[config.mk]
export PLATFORM = sky130hd
export DESIGN_NAME = vram_scanout
export DESIGN_NICKNAME = d
export VERILOG_FILES = /design/src/rtl/cdm_video_pkg.sv /design/src/rtl/vga_timing.sv /design/src/rtl/vram_scanout.sv
export SDC_FILE = /design/constraint.sdc
export NUM_CORES = 1
export LEC_CHECK = 0
export CORE_MARGIN = 8
export CORE_UTILIZATION = 40
export DETAILED_ROUTE_END_ITERATION = 8
export MAX_ROUTING_LAYER = met4
export PLACE_DENSITY_LB_ADDON = 0.3
export SETUP_SLACK_MARGIN = 0.2
export SYNTH_ARGS = -nofsm -noshare
export SYNTH_HDL_FRONTEND = slang
export SYNTH_SLANG_ARGS = --single-unit
[constraint.sdc]
create_clock -name clock -period 7 [get_ports clock]
set_input_delay 1.4 -clock clock [delete_from_list [all_inputs] [get_ports clock]]
set_output_delay 1.4 -clock clock [all_outputs]
set_load 0.01 [all_outputs]
[src/rtl/cdm_video_pkg.sv]
// Shared video definitions for the CDM16 display path: default 640x480@60 timing,
// the 12-bit colour type and the RGB565 -> RGB444 field slice.
package cdm_video_pkg;

    localparam int DEF_CLK_DIV     = 4;
    localparam int DEF_H_ACTIVE    = 640;
    localparam int DEF_H_FP        = 16;
    localparam int DEF_H_SYNC      = 96;
    localparam int DEF_H_BP        = 48;
    localparam int DEF_V_ACTIVE    = 480;
    localparam int DEF_V_FP        = 10;
    localparam int DEF_V_SYNC      = 2;
    localparam int DEF_V_BP        = 33;
    localparam int DEF_SCALE_SHIFT = 2;
    localparam logic [15:0] DEF_FB_BASE = 16'h0000;

    // Wide enough for any pixel/line count up to 4095.
    localparam int CNT_W = 12;

    typedef struct packed {
        logic [3:0] r;
        logic [3:0] g;
        logic [3:0] b;
    } rgb12_t;

    // Keep the top four bits of each RGB565 field.
    function automatic rgb12_t rgb565_to_rgb12(input logic [15:0] d);
        rgb12_t c;
        c.r = d[15:12];
        c.g = d[10:7];
        c.b = d[4:1];
        return c;
    endfunction

endpackage

[src/rtl/vga_timing.sv]
// Pixel-tick divider plus horizontal/vertical counters; publishes the position the
// counters are moving to on this tick and the sync/origin state of the current pixel.
module vga_timing
    import cdm_video_pkg::*;
#(
    parameter int CLK_DIV  = DEF_CLK_DIV,
    parameter int H_ACTIVE = DEF_H_ACTIVE,
    parameter int H_FP     = DEF_H_FP,
    parameter int H_SYNC   = DEF_H_SYNC,
    parameter int H_BP     = DEF_H_BP,
    parameter int V_ACTIVE = DEF_V_ACTIVE,
    parameter int V_FP     = DEF_V_FP,
    parameter int V_SYNC   = DEF_V_SYNC,
    parameter int V_BP     = DEF_V_BP
)
(
    input  logic             clock,
    input  logic             reset,
    output logic             tick,
    output logic [CNT_W-1:0] h_nxt,
    output logic [CNT_W-1:0] v_nxt,
    output logic             nxt_active,
    output logic             cur_hs_n,
    output logic             cur_vs_n,
    output logic             frame_tick
);

    localparam int H_TOTAL = H_ACTIVE + H_FP + H_SYNC + H_BP;
    localparam int V_TOTAL = V_ACTIVE + V_FP + V_SYNC + V_BP;
    localparam int DIV_W   = (CLK_DIV > 1) ? $clog2(CLK_DIV) : 1;

    localparam logic [DIV_W-1:0] DIV_LAST = DIV_W'(CLK_DIV - 1);
    localparam logic [CNT_W-1:0] H_LAST   = CNT_W'(H_TOTAL - 1);
    localparam logic [CNT_W-1:0] V_LAST   = CNT_W'(V_TOTAL - 1);
    localparam logic [CNT_W-1:0] H_ACT    = CNT_W'(H_ACTIVE);
    localparam logic [CNT_W-1:0] V_ACT    = CNT_W'(V_ACTIVE);
    localparam logic [CNT_W-1:0] HS_BEG   = CNT_W'(H_ACTIVE + H_FP);
    localparam logic [CNT_W-1:0] HS_END   = CNT_W'(H_ACTIVE + H_FP + H_SYNC);
    localparam logic [CNT_W-1:0] VS_BEG   = CNT_W'(V_ACTIVE + V_FP);
    localparam logic [CNT_W-1:0] VS_END   = CNT_W'(V_ACTIVE + V_FP + V_SYNC);

    logic [DIV_W-1:0] div_q, div_d;
    logic [CNT_W-1:0] h_q, h_d;
    logic [CNT_W-1:0] v_q, v_d;

    always_comb begin
        div_d = div_q + 1'b1;
        h_d   = h_q;
        v_d   = v_q;
        tick  = (div_q == DIV_LAST);
        if (tick) begin
            div_d = '0;
            if (h_q == H_LAST) begin
                h_d = '0;
                v_d = (v_q == V_LAST) ? '0 : v_q + 1'b1;
            end else begin
                h_d = h_q + 1'b1;
            end
        end
    end

    always_ff @(posedge clock) begin
        if (reset) begin
            div_q <= '0;
            h_q   <= '0;
            v_q   <= '0;
        end else begin
            div_q <= div_d;
            h_q   <= h_d;
            v_q   <= v_d;
        end
    end

    // The fetch for a pixel is issued on the tick that moves the counters onto it.
    assign h_nxt      = h_d;
    assign v_nxt      = v_d;
    assign nxt_active = (h_d < H_ACT) && (v_d < V_ACT);
    assign cur_hs_n   = !((h_q >= HS_BEG) && (h_q < HS_END));
    assign cur_vs_n   = !((v_q >= VS_BEG) && (v_q < VS_END));
    assign frame_tick = tick && (h_q == '0) && (v_q == '0);

endmodule

[src/rtl/vram_scanout.sv]
// VGA scanout: fetches RGB565 words from VRAM with pixel/line replication and drives
// 12-bit colour plus active-low syncs one pixel behind the timing counters.
module vram_scanout
    import cdm_video_pkg::*;
#(
    parameter int          CLK_DIV     = DEF_CLK_DIV,
    parameter int          H_ACTIVE    = DEF_H_ACTIVE,
    parameter int          H_FP        = DEF_H_FP,
    parameter int          H_SYNC      = DEF_H_SYNC,
    parameter int          H_BP        = DEF_H_BP,
    parameter int          V_ACTIVE    = DEF_V_ACTIVE,
    parameter int          V_FP        = DEF_V_FP,
    parameter int          V_SYNC      = DEF_V_SYNC,
    parameter int          V_BP        = DEF_V_BP,
    parameter int          SCALE_SHIFT = DEF_SCALE_SHIFT,
    parameter logic [15:0] FB_BASE     = DEF_FB_BASE,
    parameter logic [15:0] FB_WIDTH    = 16'(H_ACTIVE >> SCALE_SHIFT)
)
(
    input  logic        clock,
    input  logic        reset,
    input  logic        enable,
    output logic [15:0] vram_rd_addr,
    output logic        vram_rd_en,
    input  logic [15:0] vram_rd_data,
    output logic [3:0]  vga_r,
    output logic [3:0]  vga_g,
    output logic [3:0]  vga_b,
    output logic        vga_hs,
    output logic        vga_vs,
    output logic        frame_start
);

    localparam logic [CNT_W-1:0] SCALE_MASK = CNT_W'((1 << SCALE_SHIFT) - 1);

    logic             tick;
    logic [CNT_W-1:0] h_nxt, v_nxt;
    logic             nxt_active, cur_hs_n, cur_vs_n, frame_tick;

    vga_timing #(
        .CLK_DIV  (CLK_DIV),
        .H_ACTIVE (H_ACTIVE),
        .H_FP     (H_FP),
        .H_SYNC   (H_SYNC),
        .H_BP     (H_BP),
        .V_ACTIVE (V_ACTIVE),
        .V_FP     (V_FP),
        .V_SYNC   (V_SYNC),
        .V_BP     (V_BP)
    ) u_timing (
        .clock      (clock),
        .reset      (reset),
        .tick       (tick),
        .h_nxt      (h_nxt),
        .v_nxt      (v_nxt),
        .nxt_active (nxt_active),
        .cur_hs_n   (cur_hs_n),
        .cur_vs_n   (cur_vs_n),
        .frame_tick (frame_tick)
    );

    logic [15:0] row_base_q, row_base_d;
    logic [15:0] addr_q, addr_d;
    logic        rd_en_q, rd_en_d;
    logic        data_pend_q, data_pend_d;
    logic [15:0] pix_q, pix_d;
    logic        fetch_vld_q, fetch_vld_d;
    rgb12_t      rgb_q, rgb_d;
    logic        hs_q, hs_d;
    logic        vs_q, vs_d;
    logic        fs_q, fs_d;
    logic        fetch_go;

    always_comb begin
        // Row base steps by one framebuffer row every 2^SCALE_SHIFT lines.
        row_base_d = row_base_q;
        if (tick && (h_nxt == '0)) begin
            if (v_nxt == '0) begin
                row_base_d = FB_BASE;
            end else if ((v_nxt & SCALE_MASK) == '0) begin
                row_base_d = row_base_q + FB_WIDTH;
            end
        end

        fetch_go    = tick && nxt_active && enable;
        addr_d      = fetch_go ? (row_base_d + 16'(h_nxt >> SCALE_SHIFT)) : addr_q;
        rd_en_d     = fetch_go;
        data_pend_d = rd_en_q;
        pix_d       = data_pend_q ? vram_rd_data : pix_q;
        fetch_vld_d = tick ? fetch_go : fetch_vld_q;

        // Output stage shows the pixel whose counter slot is ending on this tick.
        rgb_d = rgb_q;
        hs_d  = hs_q;
        vs_d  = vs_q;
        if (tick) begin
            rgb_d = fetch_vld_q ? rgb565_to_rgb12(pix_q) : '0;
            hs_d  = cur_hs_n;
            vs_d  = cur_vs_n;
        end
        fs_d = frame_tick;
    end

    always_ff @(posedge clock) begin
        if (reset) begin
            row_base_q  <= FB_BASE;
            addr_q      <= FB_BASE;
            rd_en_q     <= 1'b0;
            data_pend_q <= 1'b0;
            pix_q       <= '0;
            fetch_vld_q <= 1'b0;
            rgb_q       <= '0;
            hs_q        <= 1'b1;
            vs_q        <= 1'b1;
            fs_q        <= 1'b0;
        end else begin
            row_base_q  <= row_base_d;
            addr_q      <= addr_d;
            rd_en_q     <= rd_en_d;
            data_pend_q <= data_pend_d;
            pix_q       <= pix_d;
            fetch_vld_q <= fetch_vld_d;
            rgb_q       <= rgb_d;
            hs_q        <= hs_d;
            vs_q        <= vs_d;
            fs_q        <= fs_d;
        end
    end

    assign vram_rd_addr = addr_q;
    assign vram_rd_en   = rd_en_q;
    assign vga_r        = rgb_q.r;
    assign vga_g        = rgb_q.g;
    assign vga_b        = rgb_q.b;
    assign vga_hs       = hs_q;
    assign vga_vs       = vs_q;
    assign frame_start  = fs_q;

endmodule

# [Word-level counts from Yosys, hierarchy flattened]
# Index checks and enable logic that the tools add are counted.
# Widths: inputs -> output; s select.
[op_classes] addsub=5 n_mul=0 div_mod_pow=0 order_cmp=6 n_eq_ne=3 shifts=0 n_mux=9 n_bitwise=0 n_reduce_logical=16
[op_table] cell="$mux 12" count=6
[op_table] cell="$logic_not 12->1" count=5
[op_table] cell="$mux 16" count=3
[op_table] cell="$add 12x1->12 const B" count=2
[op_table] cell="$eq 12x10->1 const B" count=2
[op_table] cell="$lt 12x10->1 const B" count=2
[op_table] cell="$lt 12x9->1 const B" count=2
[op_table] cell="$add 16x10->16" count=1
[op_table] cell="$add 16x8->16 const B" count=1
[op_table] cell="$ge 12x10->1 const B" count=1
[op_table] cell="$ge 12x9->1 const B" count=1
[op_table] cell="$logic_and 1x1->1" count=8
[op_table] cell="$add 2x1->2 const B" count=1
[op_table] cell="$eq 2x2->1 const B" count=1
[op_table] cell="$logic_not 1->1" count=2
[op_table] cell="$reduce_or 2->1" count=1
[word_totals] regBits=92 latch_bits=0 ramBits=0 romBits=0 in_bits=19 elab_cells=54 mem_count=0

# [Depth between registers and ports, before layout]
[logic_depth] depth_word=9 mapped_depth=26

# [By module]
# Synthesis repeated with hierarchy kept, for this count alone.
[hier_totals] cells_unflattened=543 area_unflattened_um2=4683.2
[modules_own_cells] module="vram_scanout" n_inst=1 cells_per_inst=345 area_each_um2=3029.2
[modules_own_cells] module="vga_timing" n_inst=1 cells_per_inst=198 area_each_um2=1654.1

# [Worst setup path after synthesis]
# OpenSTA, ideal clock, no wires.
[synth_path] path_kind="register -> register" from="register u_timing.h_q[0]" to="register addr_q[11] (netlist: vram_rd_addr[11])" setup_ps=60 arrival_ps=4884 path_slack_ps=2056 stages_incl_launch_ff=22 path_buffers=2 synth_period_minus_slack_ps=4944 path_cell_list="dfxtp_1 -> ha_1 -> nand4_2 -> or3_4 -> o41ai_4 -> nor4b_4 -> o21ai_2 -> buf_2 -> clkbuf_1 -> nand2b_1 -> nand2_1 -> inv_1 -> ha_1 -> a21oi_1 -> o211ai_1 -> or4_1 -> a31o_2 -> a21o_1 -> a21oi_1 -> inv_1 -> o41ai_1 -> a311o_1"
[synth_between] elab_chain_cells=8
[synth_rtl] item="start: declaration" line="vga_timing.sv:43" text="logic [CNT_W-1:0] h_q, h_d;"
[synth_rtl] item="start signal: assignment" line="vga_timing.sv:65" text="h_q <= '0;"
[synth_rtl] item="start signal: assignment" line="vga_timing.sv:69" text="h_q <= h_d;"
[synth_rtl] item="parallel branches: the longest is 6 deep, another holds $add 12x1->12"
[synth_rtl] item="$mux 16 *" line="vram_scanout.sv:77" text="if (tick && (h_nxt == '0)) begin"
[synth_rtl] item="via row_base_d[1]" line="vram_scanout.sv:62" text="logic [15:0] row_base_q, row_base_d;"
[synth_rtl] item="$add 16x10->16 *" line="vram_scanout.sv:86" text="addr_d = fetch_go ? (row_base_d + 16'(h_nxt >> SCALE_SHIFT)) : addr_q;"
[synth_rtl] item="end signal: assignment" line="vram_scanout.sv:118" text="addr_q <= addr_d;"
[synth_rtl] item="end: declaration" line="vram_scanout.sv:63" text="logic [15:0] addr_q, addr_d;"
# Mark *: on every way through the listed nets, which the timed path passes.
# A chain may end at the register's enable or synchronous reset.

# [Worst setup path after layout]
[layout_path] from="register u_timing.div_q[0]" to="register addr_q[11] (netlist: vram_rd_addr[11])"
[layout_between] elab_chain_cells=7
[layout_rtl] item="start: declaration" line="vga_timing.sv:42" text="logic [DIV_W-1:0] div_q, div_d;"
[layout_rtl] item="start signal: assignment" line="vga_timing.sv:68" text="div_q <= div_d;"
[layout_rtl] item="$eq 2x2->1 *" line="vga_timing.sv:50" text="tick = (div_q == DIV_LAST);"
[layout_rtl] item="$mux 12" line="vga_timing.sv:51" text="if (tick) begin"
[layout_rtl] item="$logic_not 12->1" line="vram_scanout.sv:80" text="end else if ((v_nxt & SCALE_MASK) == '0) begin"
[layout_rtl] item="$mux 16" line="vram_scanout.sv:80"
[layout_rtl] item="$mux 16" line="vram_scanout.sv:78" text="if (v_nxt == '0) begin"
[layout_rtl] item="$mux 16 *" line="vram_scanout.sv:77"
[layout_rtl] item="via row_base_d[1]" line="vram_scanout.sv:62"
[layout_rtl] item="$add 16x10->16 *" line="vram_scanout.sv:86"
# Mark *: on every way through the listed nets, which the timed path passes. The rest lies on a longest branch.

==> results.yml <==
routing:
  avgViaCountPerCell: 5.64
  firstDrtPassIters: 4
  finalWirelength_um: 11700
  routed_wire_length_per_instance_um: 15.5
  vias: 4242
  drtIter0Drc: 287
  route.antenna.remaining_nets: 0
  drc: 0
synth:
  synth.yosys.seq_area_share_pct: 35.9
  synth-async-reset-ratio_pct: 0
  synth-warning-count: 0
  synthDistinctLibCells: 75
  synth_top_cells_by_area: "dfxtp_1 36%, nor2_1 6.0%, ha_1 4.3%"
  yosysTopAreaCell: "dfxtp_1"
  synthMostInstantiatedCell: "dfxtp_1"
  synth.cells.most_frequent: "88 x dfxtp_1, 78 x nor2_1, 32 x nand2_1"
  ys_ff_latch: 88
  synth-edff-count: 0
  synth.cell_area_mm2: 0.00491
  syn-mean-instance-area_um2: 8.49
  dominantRegCellSynth: "dfxtp_1"
  syn-instance-count: 578
  synthesis.nets: 615
  post-synth-top-area-fraction_pct: 35.9
worst_setup_path:
  cpPeakStageDelay_ps: 630
  worstPathArrival_ps: 6110
  crit_slowest_cell: "and3_1"
  peak_fanout_along_the_critical_path: 17
  critical_path.cell_chain: "ha_1 -> and4_4 -> and3_1 -> nand3_1 -> xnor2_1 -> a2111oi_2 -> and2_1 -> nand2b_1 -> nand2_1 -> inv_1 -> ha_1 -> a21oi_1 -> o211ai_1 -> or4_1 -> a31o_2 -> a21o_1 -> a21oi_1 -> inv_1 -> o41ai_1 -> a311o_1"
  timing.setup.critical_path_class: "register to register"
  critical_path.top_delay_family: "simple AND/OR/NAND/NOR gates"
  timing.critical_path.required_ps: 7290
  timing.critical_path.to_type: "register"
  worst_setup_path_start_kind: "register"
  count_of_buffer_and_inverter_cells_on_the_critical_path: 2
clocking:
  clock-sinks: 88
  post-cts-setup-buffer-count: 0
  clk_path_buf_depth: 2
  cts.root.buffer_cell: "clkbuf_16"
  clock_tree_from_tritoncts: "yes"
  tritoncts.num_buffers: 9
  postCtsHoldBufs: 0
  clock_transition_at_the_register_clock_pins_on_the_worst_setup_and_hold_paths_after_cts_ps: 70
  cts_repair_resize_count: 0
  worst_skew_pair.late_latency_ps: 340
  cts_max_level: 3
cells_and_area:
  finalCoreUtilization_pct: 47.0
  insertedDiodeCount: 0
  area_growth_syn_to_layout_pct: 15.0
  finalNetCount: 637
  final_layout_size_suffix_gt1_share_pct: 6.61
outcome:
  status: "completed"
sta:
  timing.final.ws_setup_ps: 1180
  min_period_ps: 5820
  worst_case_headroom_to_the_max_slew_limit_pct: 29.1
  timing.setup.tns_ps: 0
  max_freq_ghz: 0.172
  worstMarginPinSlew_ps: 1060
  hold_slack_ps: 434
  rsz0062_at_grt: "no"
  slew_viol_final: 0
  finalClockSkew_ps: 6.21
  final.period_utilization_pct: 83.2
  finalHoldViolations: 0
  final-setup-viol-count: 0
floorplan:
  floorplan.initialDensity_pct: 40.8
  placementRows: 40
  chipWidth_um: 127
  pin_count: 51
  dieHeight_um: 127
  fp.coreArea_mm2: 0.0120
  floorplan.die_area_mm2: 0.0161
place:
  port-buffer-count: 46
  post-dp-hpwl_um: 8190
  preCtsSetupSlack_ps: 1220
  final_weighted_congestion_of_routability_driven_global_placement: 0.889
grt:
  grt_max_degree: 64
  grt_pass1_wl_um: 19700
  initial_antenna_violation_count: 0
  grtUsageTotal_pct: 15.2
  gr-total-overflow: 0
  first_global_vias: 4050
worst_hold_path:
  worst_hold_path_type: "register to register"
power_and_ir_drop:
  cellPowerDensity_mw_per_mm2: 179
  cellLeakagePower_uw: 0.00211
  vdd.ir_drop.worst_mv: 0.139
run:
  maxCapViolCount: 0
## per-layer routing
metal,vias up,global-route usage (%),routed length (um)
li1,2136,-,-
met1,1972,19.2,5660
met2,122,22.9,5120
met3,12,3.56,710
met4,0,6.58,163
met5,-,-,0
## final timing paths
path                                   startpoint           endpoint  slack, ps  depth (start not counted)
worst min register to register  u_timing.div_q[0]  u_timing.div_q[0]        430                          1
worst max register to register  u_timing.div_q[0]   vram_rd_addr[11]       1180                         20
worst min-delay path            u_timing.div_q[0]  u_timing.div_q[0]        430                          1
worst max-delay path            u_timing.div_q[0]   vram_rd_addr[11]       1180                         20
## cells in the final DEF (no fill, tap or decap), types with 4 or more instances in the layout
cell              n
a211oi_1          4
o21ai_0          16
nor2_1           78
a22oi_1          13
nand2_1          32
and2_1           23
a21oi_1          26
nand3_1          26
clkbuf_16         9
xnor2_1          16
clkdlybuf4s50_1  45
ha_1             17
dfxtp_1          88
nand4_1           9
nor3_1           22
mux2i_1          18
or3_1             8
nor4_1            6
a31oi_1           7
nor2b_1           5
inv_6             4
o211ai_1          7
xor2_1            8
and3_1           16
a21o_1            9
inv_1            14
nand2b_1          8
## power breakdown
group / internal [uW] / switching (uW)
Clock: 246 / 210
Combinational: 19.0 / 27.1
Sequential: 504 / 2.55
Total: 769 / 240
## kinds of logic (layout without fill, tap and decap cells)
kind of cell | after synthesis | in the layout | synth area share, %
AOI/OAI and AO/OA | 123 | 123 | 18.0
and+or+nand+nor | 254 | 254 | 28.0
DFF | 88 | 88 | 35.9
buffers and inverters | 52 | 79 | 5.23
xor gates and xnor gates | 24 | 24 | 4.28
adders and majority gates | 18 | 18 | 4.74
muxes | 19 | 19 | 3.90
## registers in the layout, indices dropped and copies added (netlist names)
signal,flops
vram_rd_addr,16
u_timing.v_q,12
fetch_vld_q,1
vga_hs,1
vga_g,4
vram_rd_en,1
vga_b,4
frame_start,1
vga_r,4
vga_vs,1
u_timing.h_q,12
pix_q,12
row_base_q,16
u_timing.div_q,2
data_pend_q,1
## cell type report
cell class                 count  area (um^2)
clock inverter                 6         48.8
multi-input combinational    438         2890
fill                        1187         6370
inverter                      14         52.6
tap                          147          184
sequential                    88         1760
timing repair buffer          49          478
clock buffer                  10          229
## through the flow
step	cells	total power, uW	area [um^2]
global placement	736	563	5360
floorplan	578	546	4910
CTS	752	1020	5640
detailed placement	736	564	5360
global route	752	1040	5640
finish	752	1010	5640
Note: power is estimated with default switching activity, not from simulation.
